### src/rtl/stu_copy_responder.sv
// stu_copy_responder: per-core endpoint of the STU context-copy bus.
// As master it serves register reads through a spare RF read port; as the
// speculative target it queues incoming register writes in a small FIFO and
// drains them into the RF write port whenever core writeback leaves it free.
module stu_copy_responder #(
  parameter int CORE_ID    = 0,
  parameter int XLEN       = 64,
  parameter int FIFO_DEPTH = 4
) (
  input  logic            clk,
  input  logic            rst,
  input  logic            copy_start_in,
  input  logic            squash_in,
  input  logic            is_master_in,
  input  logic [4:0]      copy_read_addr_in,
  output logic [XLEN-1:0] copy_data_out,
  input  logic [4:0]      copy_write_addr_in,
  input  logic            copy_write_en_in,
  input  logic [XLEN-1:0] copy_data_in,
  output logic [4:0]      rf_rd_addr_out,
  input  logic [XLEN-1:0] rf_rd_data_in,
  input  logic            core_wb_busy_in,
  output logic            rf_wr_en_out,
  output logic [4:0]      rf_wr_addr_out,
  output logic [XLEN-1:0] rf_wr_data_out,
  output logic            fifo_full_out,
  output logic            overflow_out,
  output logic [31:0]     loaded_mask_out,
  output logic            context_loaded_out
);

  localparam int IdxW = $clog2(FIFO_DEPTH);
  localparam int PtrW = IdxW + 1;

  // Elaboration guards: the wrap-bit pointer scheme needs a power-of-two depth.
  if (FIFO_DEPTH < 2 || (FIFO_DEPTH & (FIFO_DEPTH - 1)) != 0) begin : gBadDepth
    $error("stu_copy_responder: FIFO_DEPTH must be a power of two >= 2");
  end
  if (CORE_ID < 0) begin : gBadCoreId
    $error("stu_copy_responder: CORE_ID must be non-negative");
  end

  typedef enum logic [1:0] {
    StIdle,
    StLoading,
    StLoaded
  } state_e;

  state_e            state_q, state_d;
  logic [PtrW-1:0]   wrPtr_q, wrPtr_d;
  logic [PtrW-1:0]   rdPtr_q, rdPtr_d;
  logic [31:0]       mask_q, mask_d;
  logic              overflow_q, overflow_d;
  logic [XLEN-1:0]   copyData_q, copyData_d;

  logic [4:0]        fifoAddr_q [FIFO_DEPTH];
  logic [XLEN-1:0]   fifoData_q [FIFO_DEPTH];

  logic              fifoEmpty;
  logic              fifoFull;
  logic              clearAll;
  logic              pushReq;
  logic              pushAccept;
  logic              pushDrop;
  logic              popEn;
  logic [IdxW-1:0]   headIdx;
  logic [IdxW-1:0]   wrIdx;
  logic [4:0]        headAddr;
  logic [XLEN-1:0]   headData;

  // FIFO status, push/pop qualification; a squash or restart flushes the queue,
  // so nothing is drained in that cycle and a restart push lands in slot 0.
  always_comb begin
    fifoEmpty  = (wrPtr_q == rdPtr_q);
    fifoFull   = (wrPtr_q[IdxW-1:0] == rdPtr_q[IdxW-1:0]) &&
                 (wrPtr_q[IdxW] != rdPtr_q[IdxW]);
    clearAll   = squash_in | copy_start_in;
    pushReq    = copy_write_en_in && (copy_write_addr_in != 5'd0) && !squash_in &&
                 (copy_start_in || (state_q == StLoading));
    popEn      = !fifoEmpty && !core_wb_busy_in && !clearAll;
    pushAccept = pushReq && (copy_start_in || !fifoFull || popEn);
    pushDrop   = pushReq && !pushAccept;
    headIdx    = rdPtr_q[IdxW-1:0];
    wrIdx      = copy_start_in ? '0 : wrPtr_q[IdxW-1:0];
    headAddr   = fifoAddr_q[headIdx];
    headData   = fifoData_q[headIdx];
  end

  // Next pointers, loaded mask and sticky overflow flag.
  always_comb begin
    wrPtr_d    = wrPtr_q;
    rdPtr_d    = rdPtr_q;
    mask_d     = mask_q;
    overflow_d = overflow_q;
    if (clearAll) begin
      wrPtr_d    = '0;
      rdPtr_d    = '0;
      mask_d     = 32'h1;
      overflow_d = 1'b0;
    end else begin
      if (popEn) begin
        rdPtr_d          = rdPtr_q + PtrW'(1);
        mask_d[headAddr] = 1'b1;
      end
      if (pushDrop) begin
        overflow_d = 1'b1;
      end
    end
    if (pushAccept) begin
      wrPtr_d = (copy_start_in ? '0 : wrPtr_q) + PtrW'(1);
    end
    mask_d[0] = 1'b1;
  end

  // Next FSM state; LOADED is entered on the edge of the final pop so the
  // loaded flag rises the following cycle.
  always_comb begin
    state_d = state_q;
    if (squash_in) begin
      state_d = StIdle;
    end else if (copy_start_in) begin
      state_d = StLoading;
    end else if (state_q == StLoading && (&mask_d) && (wrPtr_d == rdPtr_d)) begin
      state_d = StLoaded;
    end
  end

  // Read data for the STU: zero unless a non-zero register was read as master.
  always_comb begin
    copyData_d = '0;
    if (is_master_in && copy_read_addr_in != 5'd0) begin
      copyData_d = rf_rd_data_in;
    end
  end

  // Control and status registers, cleared immediately by reset.
  always_ff @(posedge clk or negedge rst) begin
    if (!rst) begin
      state_q    <= StIdle;
      wrPtr_q    <= '0;
      rdPtr_q    <= '0;
      mask_q     <= 32'h1;
      overflow_q <= 1'b0;
      copyData_q <= '0;
    end else begin
      state_q    <= state_d;
      wrPtr_q    <= wrPtr_d;
      rdPtr_q    <= rdPtr_d;
      mask_q     <= mask_d;
      overflow_q <= overflow_d;
      copyData_q <= copyData_d;
    end
  end

  // FIFO storage; contents are only meaningful between the pointers.
  always_ff @(posedge clk) begin
    if (pushAccept) begin
      fifoAddr_q[wrIdx] <= copy_write_addr_in;
      fifoData_q[wrIdx] <= copy_data_in;
    end
  end

  // Output drive; the RF write port is zeroed when no pop is happening.
  always_comb begin
    rf_rd_addr_out     = is_master_in ? copy_read_addr_in : 5'd0;
    copy_data_out      = copyData_q;
    rf_wr_en_out       = popEn;
    rf_wr_addr_out     = popEn ? headAddr : 5'd0;
    rf_wr_data_out     = popEn ? headData : '0;
    fifo_full_out      = fifoFull;
    overflow_out       = overflow_q;
    loaded_mask_out    = mask_q;
    context_loaded_out = (state_q == StLoaded);
  end

endmodule
### config.mk
export PLATFORM = sky130hd
export DESIGN_NAME = stu_copy_responder
export DESIGN_NICKNAME = d
export VERILOG_FILES = /design/src/rtl/stu_copy_responder.sv
export SDC_FILE = /design/constraint.sdc
export NUM_CORES = 1
export LEC_CHECK = 0
export BUFFER_PORTS_ARGS = -buffer_cell sky130_fd_sc_hd__buf_2
export CORE_MARGIN = 3
export CORE_UTILIZATION = 23
export DETAILED_ROUTE_END_ITERATION = 10
export HOLD_SLACK_MARGIN = 0.1
export SLEW_MARGIN = 10
export SYNTH_ARGS = -nofsm -noshare
export SYNTH_HDL_FRONTEND = slang
export SYNTH_SLANG_ARGS = --single-unit
### constraint.sdc
create_clock -name clk -period 7.2 [get_ports clk]
set_input_delay 0.72 -clock clk [delete_from_list [all_inputs] [get_ports clk]]
set_output_delay 0.72 -clock clk [all_outputs]
set_load 0.01 [all_outputs]
==> run summary, run 1 <==
outcome = finished, final reports clean
unrepaired setup endpoints after global routing = no
clock-pin transition on the worst setup and hold timing paths = 0.06 ns
die area = 0.0662 mm²
max-cap check violation count = 0
number of cells on the worst reg-to-reg path = 8
CP endpoint kind = output port
share of layout cells above drive strength 1 = 41.1%
GRT Util Overall = 12.0%
reg-to-reg endpoint = state_q[1]
min-delay worst type = input port to asynchronous set/reset pin
CP Max Fanout = 43
vias in the first global route = 9068
Core Area = 0.0621 mm²
Area Overhead vs Synth = 26.8%
placed cell areas = 0.0171 mm²
fmax = 218 MHz
Mean Syn Cell Area = 18.2 µm²
initial antenna violation count = 10
Initial Utilization = 23.4%
Resize count post-CTS = 0
Final Power = 4.70 mW
Die X = 257 µm
Die Height = 257 µm
Clock Path Buffers = 3
total CTS buffers = 42
pin count of the biggest net entering global routing = 76
register area share after synthesis = 75.0%
placed cells = 1912
Setup WS pre-CTS = 3.02 ns
Gate Count Post-Synth = 797
ys flop type = edfxtp_1
Worst setup SP type = flop
crit share post-route = 63.6%
synth unique cells = 45
CTS root buf = clkbuf_16
CP required = 6.48 ns
TritonCTS clock tree = yes
final setup TNS = 0 ns
crit path to = rf_wr_addr_out[0]
Area contributors post-synth = edfxtp_1, dfrtp_1, mux4_2
Hold Fails Final Rpt = 0
Avg WL per Cell = 20.1 µm
final setup vio count = 0
final worst path period need = 4.58 ns
Netlist Area Pre-Place = 0.0145 mm²
drt drc = 0
WHS = 0.204 ns
hold_buf cts = 0
max-slew violation count = 0
worst reg2reg startpoint = rdPtr_q[0]
Post-synth EDFFs = 276
pwr dens = 255 mW/mm²
reg2reg setup slack = 3.18 ns
final antenna-violating net count = 0
PortBufs = 317
syn_nets = 947
Cell Rows = 91
Initial DRC Count = 617
vias = 8429
worst setup path class = flop to output port
Synth top area share = 57.1%
leakage = 7.34 nW
fin cells = 1995
crit path from = rdPtr_q[0]
Post-synth ARST share = 27.4%
worst-margin pin slew = 1.16 ns
first-pass GRT wire length = 59900 µm
fin util = 29.7%
# clock sinks = 380
post-route cell area = 0.0184 mm²
Via density = 4.23
nets = 1269
#FFs+latches synth = 380
CP arrival = 3.86 ns
Post CTS Setup Buffer Count = 0
HPWL Detailed = 26300 µm
Worst IR Drop VDD = 141 µV
area leader, netlist = edfxtp_1
Worst Skew = 0.0250 ns
final wirelength = 40000 µm
Relative slew margins = 22.5%
Placer Congestion = 0.867
Clk Latency, worst-skew pair = 0.56 ns
DR pass1 iterations = 5
number of top-level pins = 319
worst setup margin = 2.62 ns
Yosys Warn Count = 0
grt ovf = 0
H-tree Lvls = 2
[state kept, by name, summed over array words and instances (netlist names)]
name,flops
wrPtr_q,3
overflow_out,1
fifoData_q,256
copy_data_out,64
loaded_mask_out,31
fifoAddr_q,20
state_q,2
rdPtr_q,3
[where the power goes]
part / internal, mW / total, mW / switching [mW]
registers: 2.40 / 2.41 / 0.0157
logic: 0.0961 / 0.238 / 0.142
clock network: 1.17 / 2.05 / 0.881
total: 3.66 / 4.70 / 1.04
[cell usage in the layout (no fill, tap or decap), types with 4 or more instances in the layout]
master     netlist  layout
clkbuf_1        36       8
nand2_1          4       4
a21oi_1         10      10
clkinv_2         0       7
diode_2          0       6
nor3_1           6       6
or4_1            4       4
nor4_1           4       4
nor2b_1          4       4
clkbuf_16        0      42
and3_1          73      69
clkbuf_8         0       5
clkinv_1         0       5
mux4_2          68      68
and3_4           0       4
and2_1          72      72
edfxtp_1       276     276
buf_2            3     316
inv_1            6       6
mux2i_1          4       4
dfrtp_1        104     102
buf_4            2      11
xnor2_1          6       6
a31oi_1         23      22
ha_1             5       5
nor2_1          36      35
[synthesized netlist by cell type (4+ instances only)]
master	n
a31oi_1	23
xnor2_1	6
mux4_2	68
nor3_1	6
inv_1	6
and3_1	73
nor2b_1	4
nand2_1	4
and2_1	72
or4_1	4
dfrtp_1	104
a21oi_1	10
mux2i_1	4
nor4_1	4
ha_1	5
edfxtp_1	276
nor2_1	36
buf_1	7
clkbuf_1	36
[cell families after synthesis]
group | count (synthesis) | synth area share [%]
AOI/OAI and AO/OA | 48 | 2.27
xor gates and xnor gates | 9 | 0.543
adders and majority gates | 5 | 0.431
buffers and inverters | 55 | 1.55
DFF | 380 | 75.0
muxes | 74 | 11.0
other | 1 | 0.0258
and+or+nand+nor | 225 | 9.19
[final cells by class]
type / count / area (µm²)
antenna: 6 / 15.0
inverter: 6 / 22.5
tap: 837 / 1050
fill: 6178 / 43600
clock inverter: 22 / 164
sequential: 380 / 10900
timing repair buffer: 327 / 1660
clock buffer: 55 / 1150
multi-input combinational: 362 / 3440
[per-layer routing]
metal	track usage, %	up-vias	wire length [µm]
met2	19.3	275	19000
met1	15.6	4320	17200
met5	0	-	42
met3	3.19	75	2480
li1	-	3753	-
met4	4.20	6	1300
[worst max-delay path, cell delays in order, from the launching register on]
cell and delay, ns:
dfrtp_4 0.99, xnor2_1 0.35, a31oi_4 0.97, buf_4 0.51, nand2_1 0.13, nor2_1 0.13, buf_2 0.14
[worst min path at each step]
stage,endpoint,depth (start not counted),startpoint
floorplan,copy_data_out[0],0,rst
global placement,loaded_mask_out[8],2,loaded_mask_out[8]
detailed placement,loaded_mask_out[20],2,loaded_mask_out[20]
CTS,copy_data_out[57],1,rst
global route,copy_data_out[57],1,rst
finish,copy_data_out[8],1,rst
Power figures use the tool's default switching activity.
==> inputs of run 2 (changes only) <==
--- a/config.mk
+++ b/config.mk
@@ -5,6 +5,7 @@
 export SDC_FILE = /design/constraint.sdc
 export NUM_CORES = 1
 export LEC_CHECK = 0
+export ABC_AREA = 1
 export BUFFER_PORTS_ARGS = -buffer_cell sky130_fd_sc_hd__buf_2
 export CORE_MARGIN = 3
 export CORE_UTILIZATION = 23
==> constraint.sdc (replaced) <==
create_clock -name clk -period 4.5 [get_ports clk]
set_input_delay 0.45 -clock clk [delete_from_list [all_inputs] [get_ports clk]]
set_output_delay 0.45 -clock clk [all_outputs]
set_load 0.01 [all_outputs]
==> run summary, run 2 <==
final setup vio count = 0 (unchanged)
Initial Utilization = 23.5% (was 23.4%)
CP arrival = 3.05 ns (was 3.86 ns)
fmax = 286 MHz
Placer Congestion = 0.797 (was 0.867)
top post-synthesis cells by count = nor2_1, edfxtp_1, nand2_1, inv_1, o21ai_0 (was edfxtp_1, dfrtp_1, and3_1, and2_1, mux4_2)
initial antenna violation count = 4 (was 10)
H-tree Lvls = 2 (unchanged)
Worst IR Drop VDD = 258 µV (was 141 µV)
area of the multi-input gates = 0.00364 mm² (was 0.00344 mm²)
Gate Count Post-Synth = 1390 (was 797)
crit path from = rdPtr_q[0] (unchanged)
number of top-level pins = 319 (unchanged)
crit share post-route = 77.8%
PortBufs = 317 (unchanged)
Avg WL per Cell = 15.9 µm (was 20.1 µm)
fin util = 31.7% (was 29.7%)
met3 wire length = 2090 µm (was 2480 µm)
number of cells on the worst reg-to-reg path = 17 (was 8)
Post-synth EDFFs = 276 (unchanged)
area leader, netlist = edfxtp_1 (unchanged)
grt ovf = 0 (unchanged)
unrepaired setup endpoints after global routing = no (unchanged)
register area share after synthesis = 71.2% (was 75.0%)
met1 WL = 17700 µm (was 17200 µm)
GRT Util Overall = 12.1% (was 12.0%)
pin count of the biggest net entering global routing = 97 (was 76)
Mean Syn Cell Area = 11.0 µm² (was 18.2 µm²)
CP Max Fanout = 96 (was 43)
Hold Fails Final Rpt = 0 (unchanged)
hold_sp = copy_write_addr_in[2]
first-pass GRT wire length = 66700 µm (was 59900 µm)
leakage = 8.87 nW (was 7.34 nW)
CP required = 4.05 ns (was 6.48 ns)
Top Metal Used = met5 (unchanged)
final setup TNS = 0 ns (unchanged)
Clk Latency, worst-skew pair = 0.56 ns (about the same)
CTS root buf = clkbuf_16 (unchanged)
drt drc = 0 (unchanged)
Relative slew margins = 22.2% (was 22.5%)
most frequent cell after synthesis = nor2_1 (was edfxtp_1)
final wirelength = 43300 µm (was 40000 µm)
Via density = 4.16 (was 4.23)
Synth top area share = 54.1% (was 57.1%)
reg-to-reg endpoint = state_q[0] (was state_q[1])
synth unique cells = 36 (was 45)
syn_nets = 1540 (was 947)
worst reg2reg startpoint = rdPtr_q[0] (unchanged)
HPWL Detailed = 26400 µm (was 26300 µm)
Clock Path Buffers = 3 (unchanged)
Worst setup SP type = flop (unchanged)
Met2 Wirelength = 22400 µm (was 19000 µm)
Initial DRC Count = 665 (was 617)
total CTS buffers = 45 (was 42)
Yosys Warn Count = 0 (unchanged)
Core Area = 0.0652 mm² (was 0.0621 mm²)
vias in the first global route = 11700 (was 9068)
Worst Skew = 0.00833 ns (was 0.0250 ns)
final antenna-violating net count = 0 (unchanged)
vias = 11300 (was 8429)
Cell Rows = 93 (was 91)
#FFs+latches synth = 380 (unchanged)
min-delay worst type = input port to flop (was input port to asynchronous set/reset pin)
reg2reg setup slack = 1.24 ns (was 3.18 ns)
DR pass1 iterations = 5 (unchanged)
pwr dens = 389 mW/mm² (was 255 mW/mm²)
TritonCTS clock tree = yes (unchanged)
max-cap check violation count = 0 (unchanged)
placed cell areas = 0.0178 mm² (was 0.0171 mm²)
Area Overhead vs Synth = 35.0% (was 26.8%)
Area contributors post-synth = edfxtp_1, dfrtp_1, nor2_1 (was edfxtp_1, dfrtp_1, mux4_2)
Post-synth ARST share = 27.4% (unchanged)
worst setup margin = 1.00 ns (was 2.62 ns)
Reg with most FFs = fifoData_q (unchanged)
WHS = 0.145 ns (was 0.204 ns)
# clock sinks = 380 (unchanged)
max-slew violation count = 0 (unchanged)
Die Height = 264 µm (was 257 µm)
CP endpoint kind = output port (unchanged)
share of layout cells above drive strength 1 = 23.9% (was 41.1%)
hold endpoint = fifoAddr_q[0][2]
Largest register FFs = 256 (unchanged)
clock-pin transition on the worst setup and hold timing paths = 0.06 ns (about the same)
Hold Path Stages = 1
post-route cell area = 0.0207 mm² (was 0.0184 mm²)
Die X = 264 µm (was 257 µm)
worst-margin pin slew = 1.17 ns (was 1.16 ns)
die area = 0.0697 mm² (was 0.0662 mm²)
Netlist Area Pre-Place = 0.0153 mm² (was 0.0145 mm²)
register area = 0.0109 mm² (unchanged)
worst setup path class = flop to output port (unchanged)
Setup WS pre-CTS = 1.25 ns (was 3.02 ns)
final worst path period need = 3.50 ns
most frequent cells in the layout = nor2_1, buf_2, edfxtp_1 (was buf_2, edfxtp_1, dfrtp_1)
Post CTS Setup Buffer Count = 0 (unchanged)
outcome = finished, final reports clean (unchanged)
ys flop type = edfxtp_1 (unchanged)
most common cell after layout, fill and taps aside = nor2_1 (was buf_2)
nets = 1983 (was 1269)
Fill cells = 6552 (was 6178)
==> run 2: how the worst max path moves through the flow <==
stage               cells after the start           endpoint  slack, ns
finish                                  7  rf_wr_addr_out[4]       1.00
detailed placement                      7  fifoData_q[0][17]       1.25
floorplan                               6   fifoAddr_q[0][0]       0.20
CTS                                     7  rf_wr_addr_out[4]       0.90
global placement                        7  fifoData_q[0][17]       1.30
global route                            7  rf_wr_addr_out[4]       0.67
==> run 2: layer usage <==
metal  GRT usage [%]  vias to the layer above
met1            14.1                     5530
met3            2.59                       78
met2            22.2                      255
li1                -                     5473
met4            3.90                        2
met5               0                        -
==> run 2: where the power goes <==
group | total (mW) | switching [mW] | leakage, nW | internal [mW]
combinational | 0.507 | 0.300 | 4.26 | 0.207
sequential | 3.86 | 0.0182 | 3.88 | 3.84
clock | 3.68 | 1.43 | 0.736 | 2.25
==> run 2: worst max-delay path, cell delays in order (launching register included) <==
cell,delay (ns)
dfrtp_4,0.54
inv_6,0.29
buf_4,0.76
nand2_1,0.10
nand3_1,0.13
nand2_2,0.09
nor2_1,0.23
buf_2,0.20
==> run 2: layout make-up <==
cell class	count	area share, %
Antenna cell	4	0.0484
Clock buffer	64	6.30
Clock inverter	19	1.02
Inverter	138	2.53
Multi-Input combinational cell	806	17.6
Sequential cell	380	52.7
Tap cell	855	5.18
Timing Repair Buffer	462	14.5
==> run 2: cell families after synthesis <==
logic type | share of synthesized area, %
buffers and inverters | 5.31
AND/OR/NAND/NOR | 15.6
flip-flops | 71.2
adder cells (fa/ha/maj) | 0.409
AO/OA/AOI/OAI | 7.44
other | 0.0245
XOR/XNOR | 0.114
==> run 2: per-stage QoR <==
step	total power, mW	cells
finish	8.04	2728
global route	8.36	2726
global placement	4.34	2511
floorplan	4.14	1390
detailed placement	4.35	2511
CTS	8.14	2724
==> run 2: timing repair <==
item                                   in CTS  in global routing
endpoints found under the hold margin     387                  0
resized for setup                           0                  0
hold buffers                              130                  0
==> inputs of run 3 (changes only) <==
--- a/config.mk
+++ b/config.mk
@@ -5,7 +5,7 @@
 export SDC_FILE = /design/constraint.sdc
 export NUM_CORES = 1
 export LEC_CHECK = 0
-export ABC_AREA = 1
+export ABC_AREA = 0
 export BUFFER_PORTS_ARGS = -buffer_cell sky130_fd_sc_hd__buf_2
 export CORE_MARGIN = 3
 export CORE_UTILIZATION = 23
==> constraint.sdc (replaced) <==
create_clock -name clk -period 3 [get_ports clk]
set_input_delay 0.3 -clock clk [delete_from_list [all_inputs] [get_ports clk]]
set_output_delay 0.3 -clock clk [all_outputs]
set_load 0.01 [all_outputs]
==> run summary, run 3 (synthesized netlist as in run 1, its figures left out) <==
Die Height = 257 µm (was 264 µm)
slowest CP cell = dfrtp_4 (was buf_4)
most common cell after layout, fill and taps aside = buf_2 (was nor2_1)
vias = 9073 (was 11300)
total CTS buffers = 44 (was 45)
Fill cells = 6037 (was 6552)
CTS root buf = clkbuf_16 (unchanged)
outcome = finished, final reports clean (unchanged)
worst setup path class = flop to output port (unchanged)
final antenna-violating net count = 0 (unchanged)
max-cap check violation count = 0 (unchanged)
fmax = 349 MHz
vias in the first global route = 9844 (was 11700)
nets = 1420 (was 1983)
drt drc = 0 (unchanged)
DR pass1 iterations = 4 (was 5)
Die X = 257 µm (was 264 µm)
CP endpoint kind = output port (unchanged)
worst setup margin = 0.135 ns (was 1.00 ns)
grt ovf = 0 (unchanged)
pin count of the biggest net entering global routing = 70 (was 97)
pwr dens = 585 mW/mm² (was 389 mW/mm²)
Initial Utilization = 23.4% (was 23.5%)
Worst setup SP type = flop (unchanged)
# clock sinks = 380 (unchanged)
Core Area = 0.0621 mm² (was 0.0652 mm²)
initial antenna violation count = 3 (was 4)
worst-path cell chain = xnor2_1 > a31oi_4 > buf_4 > and3_1 > buf_2 (was inv_6 > buf_4 > nand2_1 > nand3_1 > nand2_2 > nor2_1 > buf_2)
Reg with most FFs = fifoData_q (unchanged)
Hold Fails Final Rpt = 0 (unchanged)
Cell Rows = 91 (was 93)
final setup TNS = 0 ns (unchanged)
number of top-level pins = 319 (unchanged)
Largest register FFs = 256 (unchanged)
number of cells on the worst reg-to-reg path = 7 (was 17)
Clk Latency, worst-skew pair = 0.55 ns (was 0.56 ns)
CP Max Fanout = 27 (was 96)
unrepaired setup endpoints after global routing = yes (was no)
Avg WL per Cell = 18.4 µm (was 15.9 µm)
HPWL Detailed = 24600 µm (was 26400 µm)
final wirelength = 39500 µm (was 43300 µm)
max-slew violation count = 0 (unchanged)
final setup vio count = 0 (unchanged)
Relative slew margins = 51.3% (was 22.2%)
CP required = 2.70 ns (was 4.05 ns)
worst-margin pin slew = 0.731 ns (was 1.17 ns)
Initial DRC Count = 513 (was 665)
CP arrival = 2.57 ns (was 3.05 ns)
PortBufs = 317 (unchanged)
post-route cell area = 0.0200 mm² (was 0.0207 mm²)
H-tree Lvls = 2 (unchanged)
Worst Skew = 0.0139 ns (was 0.00833 ns)
final worst path period need = 2.87 ns
Placer Congestion = 0.863 (was 0.797)
Via density = 4.24 (was 4.16)
most frequent cells in the layout = buf_2, edfxtp_1, dlygate4sd3_1 (was nor2_1, buf_2, edfxtp_1)
Post CTS Setup Buffer Count = 0 (unchanged)
die area = 0.0662 mm² (was 0.0697 mm²)
TritonCTS clock tree = yes (unchanged)
CP max stage delay = 0.56 ns (was 0.76 ns)
share of layout cells above drive strength 1 = 37.4% (was 23.9%)
Worst IR Drop VDD = 479 µV (was 258 µV)
min-delay worst type = input port to asynchronous set/reset pin (was input port to flop)
placed cell areas = 0.0172 mm² (was 0.0178 mm²)
leakage = 8.02 nW (was 8.87 nW)
WHS = 0.376 ns (was 0.145 ns)
crit share post-route = 95.5%
Setup WS pre-CTS = 0.286 ns (was 1.25 ns)
GRT Util Overall = 11.8% (was 12.1%)
clock-pin transition on the worst setup and hold timing paths = 0.06 ns (about the same)
Area Overhead vs Synth = 38.0% (was 35.0%)
Clock Path Buffers = 3 (unchanged)
first-pass GRT wire length = 60200 µm (was 66700 µm)
-- run 3: metrics by stage --
stage                     std cells  power [mW]  utilization [%]
final                          2140        11.7             32.3
after CTS                      2139        11.9             32.3
after floorplan                 797        6.14                -
after detailed placement       1924        6.48             27.8
after global routing           2140        12.2             32.3
after global placement         1924        6.46             27.8
-- run 3: cell type report --
type	count	area, µm²	area share (%)
tap	837	1050	5.23
sequential	380	10900	54.4
antenna	1	2.50	0.0125
clock buffer	54	1200	5.99
clock inverter	24	215	1.07
multi-input combinational	362	3440	17.2
inverter	6	22.5	0.112
timing repair buffer	476	3210	16.0
-- run 3: worst max-delay path, delay by kind of cell (launching register included) --
| family | cells | cell delay [ns] |
|---|---|---|
| and+or+nand+nor | 1 | 0.29 |
| AOI/OAI and AO/OA | 1 | 0.34 |
| buffers and inverters | 2 | 0.53 |
| DFF | 1 | 0.56 |
| xor gates and xnor gates | 1 | 0.26 |
-- run 3: where the power goes --
group	leakage [nW]	internal, mW	switching, mW
clock	0.680	3.10	2.10
combinational	3.46	0.359	0.372
sequential	3.88	5.75	0.0293
-- run 3: worst paths after layout --
kind / end / start / slack (ns)
max in group asynchronous: copy_data_out[40] / rst / 1.89
worst max-delay path: rf_wr_data_out[58] / rdPtr_q[1] / 0.13
worst min-delay path: loaded_mask_out[9] / rst / 0.38
worst min register to register: overflow_out / overflow_out / 0.49
min in group clk: wrPtr_q[0] / copy_write_en_in / 0.41
worst max register to register: state_q[1] / rdPtr_q[0] / 0.24
-- run 3: repair_timing --
item / 4_1_cts / 5_1_grt
cloned: 0 / 0
pin swaps: 0 / 0
endpoints found under the hold margin: 396 / 0
hold buffers: 137 / 0
resized for setup: 3 / 3
setup endpoints to repair: 64 / 11
-- run 3: metal layers --
metal	global-route usage (%)	vias to the layer above	share of wire (%)
met5	0	-	0.018
met4	4.33	2	3.3
met3	2.45	76	4.6
met2	19.5	239	50
met1	15.2	4717	42
li1	-	4039	-
